### src/rtl/serial_word_aligner.sv
// serial_word_aligner: hunts for the K28.5 comma in an LSB-first bit stream, then re-assembles 10-bit symbols tagged with their frame slot.
// Optional saturating missed-comma counter on errCount, enabled by `ALIGN_ERR_COUNT_EN.
module serial_word_aligner #(
    parameter logic [9:0]  COMMA_NEG  = 10'h17C,
    parameter logic [9:0]  COMMA_POS  = 10'h283,
    parameter int unsigned VERIFY_CNT = 3,
    parameter int unsigned LOSS_CNT   = 4
) (
    input  logic        bitclk,
    input  logic        rst,
    input  logic        sigIn,
    output logic [9:0]  symOut,
    output logic        symValid,
    output logic [2:0]  slot,
    output logic        locked,
    output logic [15:0] errCount
);

    localparam int unsigned SYM_W  = 10;
    localparam int unsigned BIT_W  = 4;
    localparam int unsigned SLOT_W = 3;
    localparam int unsigned MISS_W = 4;
    localparam int unsigned ERR_W  = 16;

    typedef enum logic [1:0] {
        HUNT   = 2'd0,
        VERIFY = 2'd1,
        LOCKED = 2'd2
    } state_t;

    state_t              state_q,     state_d;
    logic [SYM_W-1:0]    sr_q,        sr_d;
    logic [BIT_W-1:0]    bit_cnt_q,   bit_cnt_d;
    logic [SLOT_W-1:0]   slot_cnt_q,  slot_cnt_d;
    logic [SLOT_W-1:0]   match_cnt_q, match_cnt_d;
    logic [MISS_W-1:0]   miss_cnt_q,  miss_cnt_d;
    logic [SYM_W-1:0]    sym_q,       sym_d;
    logic                valid_q,     valid_d;
    logic [SLOT_W-1:0]   slot_q,      slot_d;
    logic                locked_q,    locked_d;

    logic is_comma;
    logic boundary;

    assign is_comma = (sr_q == COMMA_NEG) || (sr_q == COMMA_POS);
    assign boundary = (bit_cnt_q == BIT_W'(SYM_W - 1));

    always_ff @(posedge bitclk or posedge rst) begin
        if (rst) begin
            state_q     <= HUNT;
            sr_q        <= '0;
            bit_cnt_q   <= '0;
            slot_cnt_q  <= '0;
            match_cnt_q <= '0;
            miss_cnt_q  <= '0;
            sym_q       <= '0;
            valid_q     <= 1'b0;
            slot_q      <= '0;
            locked_q    <= 1'b0;
        end else begin
            state_q     <= state_d;
            sr_q        <= sr_d;
            bit_cnt_q   <= bit_cnt_d;
            slot_cnt_q  <= slot_cnt_d;
            match_cnt_q <= match_cnt_d;
            miss_cnt_q  <= miss_cnt_d;
            sym_q       <= sym_d;
            valid_q     <= valid_d;
            slot_q      <= slot_d;
            locked_q    <= locked_d;
        end
    end

    // Next-state: HUNT aligns on any comma; VERIFY/LOCKED only inspect slot 0 at boundaries.
    always_comb begin
        state_d     = state_q;
        sr_d        = {sigIn, sr_q[SYM_W-1:1]};
        bit_cnt_d   = boundary ? '0 : bit_cnt_q + BIT_W'(1);
        slot_cnt_d  = slot_cnt_q;
        match_cnt_d = match_cnt_q;
        miss_cnt_d  = miss_cnt_q;
        sym_d       = sym_q;
        valid_d     = 1'b0;
        slot_d      = slot_q;
        locked_d    = locked_q;

        case (state_q)
            HUNT: begin
                if (is_comma) begin
                    sym_d       = sr_q;
                    slot_d      = '0;
                    valid_d     = 1'b1;
                    bit_cnt_d   = '0;
                    slot_cnt_d  = SLOT_W'(1);
                    match_cnt_d = SLOT_W'(1);
                    if (VERIFY_CNT == 1) begin
                        state_d  = LOCKED;
                        locked_d = 1'b1;
                    end else begin
                        state_d  = VERIFY;
                    end
                end
            end
            VERIFY, LOCKED: begin
                if (boundary) begin
                    sym_d      = sr_q;
                    slot_d     = slot_cnt_q;
                    valid_d    = 1'b1;
                    slot_cnt_d = slot_cnt_q + SLOT_W'(1);
                    if (slot_cnt_q == '0) begin
                        if (state_q == VERIFY) begin
                            if (!is_comma) begin
                                state_d     = HUNT;
                                match_cnt_d = '0;
                            end else if (match_cnt_q + SLOT_W'(1) == SLOT_W'(VERIFY_CNT)) begin
                                state_d     = LOCKED;
                                locked_d    = 1'b1;
                                match_cnt_d = '0;
                            end else begin
                                match_cnt_d = match_cnt_q + SLOT_W'(1);
                            end
                        end else if (is_comma) begin
                            miss_cnt_d = '0;
                        end else if (miss_cnt_q + MISS_W'(1) == MISS_W'(LOSS_CNT)) begin
                            state_d    = HUNT;
                            locked_d   = 1'b0;
                            miss_cnt_d = '0;
                        end else begin
                            miss_cnt_d = miss_cnt_q + MISS_W'(1);
                        end
                    end
                end
            end
            default: begin
                state_d = HUNT;
            end
        endcase
    end

`ifdef ALIGN_ERR_COUNT_EN
    logic             err_inc;
    logic [ERR_W-1:0] err_q;

    // A slot-0 boundary without a comma is an error in both VERIFY and LOCKED.
    assign err_inc = boundary && (slot_cnt_q == '0) && !is_comma &&
                     ((state_q == VERIFY) || (state_q == LOCKED));

    always_ff @(posedge bitclk or posedge rst) begin
        if (rst) begin
            err_q <= '0;
        end else if (err_inc && (err_q != {ERR_W{1'b1}})) begin
            err_q <= err_q + ERR_W'(1);
        end
    end

    assign errCount = err_q;
`else
    assign errCount = '0;
`endif

    assign symOut   = sym_q;
    assign symValid = valid_q;
    assign slot     = slot_q;
    assign locked   = locked_q;

endmodule

### config.mk
export PLATFORM = sky130hd
export DESIGN_NAME = serial_word_aligner
export DESIGN_NICKNAME = d
export VERILOG_FILES = /design/src/rtl/serial_word_aligner.sv
export SDC_FILE = /design/constraint.sdc
export NUM_CORES = 1
export LEC_CHECK = 0
export CORE_AREA = 2 2 66 68
export CTS_CLUSTER_DIAMETER = 200
export CTS_CLUSTER_SIZE = 8
export DETAILED_ROUTE_END_ITERATION = 7
export DIE_AREA = 0 0 68 70
export DONT_BUFFER_PORTS = 1
export GPL_ROUTABILITY_DRIVEN = 0
export GPL_TIMING_DRIVEN = 0
export HOLD_SLACK_MARGIN = 0.06
export PLACE_DENSITY = 0.71
export SYNTH_ARGS = -nofsm -noshare
export SYNTH_HDL_FRONTEND = slang
export SYNTH_SLANG_ARGS = --single-unit
### constraint.sdc
create_clock -name bitclk -period 2.4 [get_ports bitclk]
set_clock_uncertainty 0.05 [all_clocks]
set_input_delay 0.24 -clock bitclk [delete_from_list [all_inputs] [get_ports bitclk]]
set_output_delay 0.24 -clock bitclk [all_outputs]
set_load 0.01 [all_outputs]
; After elaboration in Yosys (flattened, before gate mapping)
; Index checks and enable logic that the tools add are counted.
[word_totals]
reg_bits = 41
in_bits = 3
wordCells = 80
[op_classes]
add_sub_neg = 4
n_eq_ne = 17
muxes = 37
n_bitwise = 1
reduce_logical = 11
[op_table]
columns = cell, n
row1 = $mux 3, 9
row2 = $mux 10, 2
row3 = $mux 4, 5
row4 = $pmux 10 s2, 1
row5 = $pmux 3 s2, 3
row6 = $mux 2, 8
row7 = $eq 10x10->1 const B, 1
row8 = $eq 10x9->1 const B, 1
row9 = $ne 2x2->1 const B, 5
row10 = $ne 3x3->1 const B, 3
row11 = $add 4x1->4 const B, 2
row12 = $mux 1, 7
row13 = $reduce_and 7->1, 1
row14 = $add 3x1->3 const B, 2
row15 = $reduce_and 6->1, 1
row16 = $reduce_and 5->1, 1
row17 = $eq 4x3->1 const B, 1
row18 = $eq 4x4->1 const B, 1
row19 = $ne 2x1->1 const B, 2
row20 = $pmux 2 s2, 1
row21 = $reduce_and 4->1, 1
row22 = $reduce_bool 2->1, 2
row23 = $eq 3x2->1 const B, 1
row24 = $logic_not 3->1, 1
row25 = 8 further kinds, 8

; Depth between registers and ports, before layout
; Gate-level depths: netlist of the first run.
[depth]
word_depth = 8
mapped_depth = 9

; Worst setup path after synthesis of the first run
; Ideal clock, no wire load.
[synth_timing]
path_type = register to register
from = register state_q[0]
to = register sym_q[0] (netlist: symOut[0])
arrival_ps = 1901
required_time_ps = 2225
setup_slack_ps = 323
path_stages_with_launch = 10
cell_sequence = dfrtp_1 -> inv_1 -> ha_1 -> clkbuf_1 -> inv_1 -> nor2_1 -> a311o_1 -> buf_6 -> buf_6 -> mux2_4
[synth_between]
elab_chain_cells = 4
word_cells_on_any_way = 9
[synth_rtl]
columns = item, line_no
row1 = start: declaration, 31  ; state_t state_q, state_d;
row2 = start signal: assignment, 61  ; state_q <= state_d;
row3 = $eq 2x1->1 / $eq 2x2->1 (equally long branches), 87  ; case (state_q)
row4 = $reduce_or 2->1, 87
row5 = $ne 2x2->1 (no line) / $reduce_bool 2->1 (equally long branches), --
row6 = $reduce_and 3->1 (no line), --
row7 = end signal: assignment, 67  ; sym_q <= sym_d;
row8 = end: declaration, 37  ; logic [SYM_W-1:0] sym_q, sym_d;
; Parallel ways exist; a longest one is shown, timed or not.
; A chain may end at the register's enable or synchronous reset.

; Worst setup path in the final report of the first run
[layout_timing]
from = register state_q[0]
to = register sym_q[2] (netlist: symOut[2])
; Same word-level chain as after synthesis.

==> results of run 1 <==
-- kinds of logic after synthesis --
group,Yosys count
other cells,1
flops,41
mux,15
buf+inv,32
fa+ha+maj,10
xor+xnor,2
compound gates,35
simple gates,51
-- registers in the layout, indices dropped and copies added, names as in the netlist --
register	cells
bit_cnt_q	4
locked	1
match_cnt_q	3
miss_cnt_q	4
slot	3
slot_cnt_q	3
sr_q	10
state_q	2
symOut	10
symValid	1
-- placed cells by master, fill, tap and decap left out, drive strengths merged, types with 3 or more instances in the layout --
master  synthesis  final
a22o            4      4
buf            19     19
nor4            3      3
inv            10     12
a22oi           4      4
clkbuf          3      7
ha             10     10
a21oi           7      7
nor2            6      6
conb            1     16
mux2           13     13
o21ai           5      5
nand2b          5      5
and4bb          3      3
nand2          10     10
nand3           4      4
dfrtp          41     41
-- metal layers --
metal	wire length, um	up-vias	global-route usage [%]
met2	1670	34	22.8
li1	-	690	-
met4	53	0	6.00
met5	0	-	0
met1	1810	675	24.4
met3	161	6	5.48
-- layout make-up --
class,count,area (um2)
Multi-Input combinational cell,129,967
Inverter,10,37.5
Tap cell,52,65.1
Sequential cell,41,1030
Fill cell,354,1780
Clock buffer,5,68.8
Timing Repair Buffer,2,20.0
Buffer,21,155
Clock inverter,3,25.0
-- through the flow --
| step | util [%] | cells | instance area, um2 |
|---|---|---|---|
| 2_1_floorplan | - | 202 | 2180 |
| 3_3_place_gp | 54.3 | 254 | 2250 |
| 3_5_place_dp | 54.3 | 254 | 2250 |
| 4_1_cts | 57.0 | 264 | 2360 |
| 5_1_grt | 57.1 | 263 | 2360 |
| 6_report | 57.1 | 263 | 2360 |
-- worst reg2reg max path, stage by stage, from the launching register on --
cell	delay, ns
dfrtp_1	0.40
inv_1	0.08
ha_1	0.40
inv_1	0.23
nor2_1	0.07
a311o_1	0.30
buf_6	0.15
buf_6	0.15
mux2_4	0.30
-- worst min path at each step --
stage	slack, ns	depth (start not counted)	startpoint	to
after detailed placement	0.22	0	sigIn	sr_q[9]
after global placement	0.22	0	sigIn	sr_q[9]
after global routing	0.40	0	sr_q[3]	sr_q[2]
final	0.38	0	sr_q[3]	sr_q[2]
after floorplan	0.22	0	sigIn	sr_q[9]
after CTS	0.38	0	sr_q[3]	sr_q[2]
-- report_power, final --
group / internal (W) / total, W / switching (W)
combinational: 0.000409 / 0.000805 / 0.000396
clock: 0.000212 / 0.000492 / 0.000280
sequential: 0.000863 / 0.00105 / 0.000192
total: 0.00148 / 0.00235 / 0.000868
-- what timing repair did --
| action | CTS | global route |
|---|---|---|
| hold buffers | 2 | 0 |
| hold endpoints to repair | 42 | 0 |
| gates resized for setup | 0 | 1 |
| setup endpoints to repair | 0 | 11 |
==> qor.csv, run 1 <==
stage;metric;value;unit
sta;worst hold slack;0.379;ns
status;status;finished clean;
synthesis;largest family of logic cells by synthesized area;simple AND/OR/NAND/NOR gates;
grt;total grt overflow;0;
sta;setup slack after layout;0.182;ns
floorplan;Ports;34;
synthesis;Synth Area in Adders;5.88;%
synthesis;top-area cell type share of the netlist area;48.2;%
synthesis;Synth Area in Compound Gates;11.4;%
synthesis;Distinct cells, synth;49;
placement;hpwl dp;2550;um
grt;initial antenna violation count;0;
sta;slew margin rel.;44.4;%
routing;Routed Antenna Nets;0;
pwr;peak supply drop;0.552;mV
grt;first-pass GRT wire length;5980;um
synthesis;Yosys warning count;0;
layout;layout cell share with drive strength beyond 1;18.5;%
placement;DP Worst Slack;0.0165;ns
critical_path;Critical Path RT;2.55;ns
layout;Inserted Diodes;0;
sta;Period Utilization, post-route;92.4;%
critical_path;FF-to-FF Start;state_q[0];
synthesis;multiplexer share of the synthesized area;8.88;%
critical_path;crit path launch type;flip-flop;
sta;Max Fclk;451;MHz
cts;CTS root buffer;clkbuf_8;
cts;Post-CTS Setup Inserts;0;
pwr;Leakage;1.17;nW
sta;fin. max-slew vios;0;
grt;largest net degree at the start of global routing;42;
critical_path;R2R setup slack;0.18;ns
pwr;overall power;0.00235;W
cts;Clock transition at path regs;0.10;ns
critical_path;CP peak stage delay;0.40;ns
synthesis;top cells by area, synth;dfrtp_1 (48%), ha_1 (5.9%), buf_4 (5.6%);
critical_path;critical path depth;8;
critical_path;R2R depth;8;
floorplan;die footprint;4760;um2
sta;Tightest Pin Transition;0.832;ns
critical_path;Crit-path slowest cell;dfrtp_1;
sta;setup_tns;0;ns
sta;fin crit period;2.22;ns
cts;# clock sinks;41;
synthesis;dominant cell by count in the synthesized netlist;dfrtp_1;
floorplan;die span in x;68;um
synthesis;Post-Syn Area;2130;um2
critical_path;WS Path Type;reg -> reg;
routing;Post-Route WL;3700;um
layout;area grow syn2layout;11.1;%
synthesis;Synth Flop Type;dfrtp_1;
cts;CTS Buf Count;5;
synthesis;syn_area_per_cell;11.4;um2
critical_path;critical path's top delay family;buffers and inverters;
synthesis;xor and xnor area share after synthesis;0.823;%
critical_path;CP Cell Sequence;inv_1, ha_1, inv_1, nor2_1, a311o_1, buf_6, buf_6, mux2_4;
cts;clock latency on the worst-skew pair;0.30;ns
flow_run;Max-Cap Viols;0;
cts;CTS tree;yes;
synthesis;#FFs+latches synth;41;
sta;# setup viols final;0;
routing;vias per cell;5.34;
routing;DR WL/cell;14.1;um
critical_path;Buf/Inv on CP;4;
hold_path;Hold/Removal Path Class;reg -> reg;
synthesis;sequential area share after synthesis;48.2;%
cts;clk buf depth;2;
floorplan;Core ar.;4140;um2
critical_path;top fanout value on the critical path;10;
layout;nets@finish;223;
routing;1st-iter DRT viols;78;
sta;Final Hold Fails;0;
pwr;Pwr Density;995;nW/um2
routing;DR vias;1405;
critical_path;R2R Path End;symOut[2];
synthesis;largest area contributor in the netlist;dfrtp_1;
routing;DRC;0;
critical_path;Crit. End Element;flip-flop;
synthesis;Mapped Cells;187;
sta;RSZ-0062 raised after global routing;false;
synthesis;Post-synth EDFFs;0;
placement;# port buffers;0;
critical_path;CP Data Arrival Time;2.37;ns
critical_path;CP endpoint;symOut[2];
routing;DRT Pass-1 Iters;4;
cts;htree depth;2;
synthesis;top cells by count, synth;dfrtp_1 (41), buf_4 (16), ha_1 (10), inv_1 (10), nand2_1 (10);
floorplan;Starting Density;51.4;%
grt;number of global-route vias before repair;1249;
critical_path;Critical path origin;state_q[0];
floorplan;Die H;70;um
grt;GRT Util Overall;16.7;%
synthesis;Async SR Flop Fraction;100;%
floorplan;# rows;24;
synthesis;Simple-Gate Fraction of Synth Area;15.4;%
No activity file was read; power rests on OpenSTA's default activity.
==> run 2, diff against run 1 <==
Settings changed: ABC_AREA set to 1, CORE_AREA 2 2 66 68 to 2 2 65 67, DIE_AREA 0 0 68 70 to 0 0 67 69, PLACE_DENSITY 0.71 to 0.72.
==> run 2 against run 1 <==
Cell count increased by 19%; register-to-register slack improved by 0.31 ns; synthesized cell count increased by 27%; largest power group unchanged.
==> qor.csv, run 2 <==
stage;metric;value;unit;change
floorplan;die span in x;67;um;was 68 um
status;status;finished clean;;unchanged
floorplan;# rows;23;;was 24
routing;DR WL/cell;10.7;um;was 14.1 um
floorplan;Ports;34;;unchanged
pwr;Leakage;1.20;nW;was 1.17 nW
sta;Period Utilization, post-route;79.5;%;was 92.4%
placement;hpwl dp;2500;um;was 2550 um
cts;clock latency on the worst-skew pair;0.30;ns;about the same
routing;1st-iter DRT viols;72;;was 78
pwr;register share of total power;43.2;%;was 44.8%
pwr;switch share;38.7;%;was 36.9%
sta;fin crit period;1.91;ns;was 2.22 ns
placement;# port buffers;0;;unchanged
cts;# clock sinks;41;;unchanged
critical_path;Crit. End Element;flip-flop;;unchanged
pwr;switching power;0.000959;W;was 0.000868 W
synthesis;Async SR Flop Fraction;100;%;unchanged
pwr;Pwr Density;1060;nW/um2;was 995 nW/um2
sta;setup_tns;0;ns;unchanged
routing;DR vias;1425;;was 1405
floorplan;Core ar.;3910;um2;was 4140 um2
synthesis;Mapped Cells;237;;was 187
layout;layout cell share with drive strength beyond 1;16.4;%;was 18.5%
sta;Tightest Pin Transition;0.804;ns;was 0.832 ns
hold_path;Hold/Removal Path Class;reg -> reg;;unchanged
cts;hold_buf cts;2;;unchanged
cts;cts repair resizes;0;;unchanged
synthesis;#FFs+latches synth;41;;unchanged
grt;total grt overflow;0;;unchanged
sta;fin. max-slew vios;0;;unchanged
grt;number of global-route vias before repair;1363;;was 1249
grt;initial antenna violation count;0;;unchanged
sta;# setup viols final;0;;unchanged
synthesis;Distinct cells, synth;31;;was 49
cts;htree depth;2;;unchanged
cts;clk buf depth;2;;unchanged
pwr;Power Internal;0.00152;W;was 0.00148 W
critical_path;top fanout value on the critical path;8;;was 10
grt;largest net degree at the start of global routing;42;;unchanged
synthesis;largest area contributor in the netlist;dfrtp_1;;unchanged
sta;Final Hold Fails;0;;unchanged
synthesis;Post-synth EDFFs;0;;unchanged
critical_path;Critical Path RT;2.53;ns;was 2.55 ns
synthesis;syn_area_per_cell;8.80;um2;was 11.4 um2
grt;GRT Util Overall;17.0;%;was 16.7%
layout;nets@finish;274;;was 223
placement;DP Worst Slack;0.523;ns;was 0.0165 ns
layout;Inserted Diodes;0;;unchanged
sta;RSZ-0062 raised after global routing;false;;unchanged
pwr;Logic pwr share;34.4;%;was 34.2%
flow_run;Max-Cap Viols;0;;unchanged
synthesis;top-area cell type share of the netlist area;49.2;%;was 48.2%
synthesis;Yosys warning count;0;;unchanged
cts;Post-CTS Setup Inserts;0;;unchanged
critical_path;crit path launch type;flip-flop;;unchanged
routing;vias per cell;4.57;;was 5.34
critical_path;CP Data Arrival Time;2.04;ns;was 2.37 ns
cts;CTS root buffer;clkbuf_8;;unchanged
routing;DRC;0;;unchanged
cts;CTS tree;yes;;unchanged
pwr;power share of the clock group;22.4;%;was 20.9%
synthesis;sequential area share after synthesis;49.2;%;was 48.2%
synthesis;top cells by count, synth;nand2_1 (70), dfrtp_1 (41), inv_1 (22);;was dfrtp_1 (41), buf_4 (16), ha_1 (10), inv_1 (10), nand2_1 (10)
layout;Core Util, Final;59.7;%;was 57.1%
routing;Post-Route WL;3340;um;was 3700 um
synthesis;dominant cell by count in the synthesized netlist;nand2_1;;was dfrtp_1
layout;commonest non-fill, non-tap cells in the layout;nand2_1 (70), dfrtp_1 (41), inv_1 (21), nor2_1 (17);;was dfrtp_1 (41), buf_4 (16), conb_1 (16), nand2_1 (10), ha_1 (10)
sta;setup slack after layout;0.491;ns;was 0.182 ns
layout;most common cell after layout, fill and taps aside;nand2_1;;was dfrtp_1
cts;Clock transition at path regs;0.08;ns;was 0.10 ns
floorplan;Die H;69;um;was 70 um
cts;CTS Buf Count;5;;unchanged
synthesis;Post-Syn Area;2090;um2;was 2130 um2
routing;Routed Antenna Nets;0;;unchanged
critical_path;WS Path Type;reg -> reg;;unchanged
floorplan;die footprint;4620;um2;was 4760 um2
floorplan;Starting Density;53.3;%;was 51.4%
placement;Cells after DPL;302;;was 254
synthesis;Synth Flop Type;dfrtp_1;;unchanged
sta;Max Fclk;524;MHz;was 451 MHz
synthesis;top cells by area, synth;dfrtp_1 (49%), nand2_1 (13%), ha_1 (6.0%);;was dfrtp_1 (48%), ha_1 (5.9%), buf_4 (5.6%)
layout;area grow syn2layout;12.0;%;was 11.1%
routing;DRT Pass-1 Iters;4;;unchanged
sta;slew margin rel.;46.3;%;was 44.4%
grt;first-pass GRT wire length;6040;um;was 5980 um
layout;Finished Layout Cells;312;;was 263
pwr;peak supply drop;0.703;mV;was 0.552 mV
-- run 2: final cells by class --
cell class | instances | area, um2
fill | 358 | 1580
sequential | 41 | 1030
multi-input combinational | 166 | 865
buffer | 19 | 151
inverter | 26 | 100
clock buffer | 6 | 72.6
tap | 50 | 62.6
clock inverter | 2 | 38.8
timing repair buffer | 2 | 20.0
-- run 2: final timing paths --
check | depth (start not counted) | slack (ns) | from | end
setup / recovery | 9 | 0.49 | state_q[0] | match_cnt_q[0]
hold / removal | 0 | 0.36 | sr_q[9] | sr_q[8]
setup reg to reg | 9 | 0.49 | state_q[0] | match_cnt_q[0]
hold reg to reg | 0 | 0.36 | sr_q[9] | sr_q[8]
max in group asynchronous | 2 | 1.29 | rst | symValid
min in group asynchronous | 2 | 0.50 | rst | symOut[4]
-- run 2: power groups by stage --
stage	clock network (W)	registers, W	logic [W]
after floorplan	0	0.00105	0.000720
after global placement	0	0.00108	0.000836
after detailed placement	0	0.00109	0.000860
after CTS	0.000569	0.00107	0.000866
after global routing	0.000596	0.00110	0.000987
final	0.000554	0.00107	0.000852
-- run 2: stage by stage --
step                hold WS (ns)  power [W]  area [um2]
finish                     0.357    0.00248        2340
CTS                        0.353    0.00251        2340
global route               0.368    0.00269        2340
global placement           0.221    0.00192        2200
floorplan                  0.221    0.00177        2140
detailed placement         0.221    0.00195        2200
-- run 2: cells by family (layout without fill, tap and decap cells) --
group	after synthesis	count (layout)	share of synthesized area (%)
XOR/XNOR	2	2	0.840
AND/OR/NAND/NOR	115	115	24.9
adder cells (fa/ha/maj)	10	10	6.00
AO/OA/AOI/OAI	23	23	6.84
buffers and inverters	45	55	12.1
other	1	16	0.180
flip-flops	41	41	49.2
-- run 2: layer usage --
layer	vias up	wire length, um	GRT usage [%]
li1	761	-	-
met1	631	1630	22.8
met2	27	1460	25.2
met3	6	190	6.04
met4	0	58	6.12
met5	-	0	0
-- run 2: worst max-delay path, stage by stage, from the launching register on --
cell and delay (ns):
dfrtp_1 0.40, inv_1 0.08, ha_1 0.28, clkbuf_2 0.19, inv_1 0.23, nor2_1 0.09, nor2_1 0.09, nand3_1 0.20
nand2_1 0.11, o21ai_1 0.07
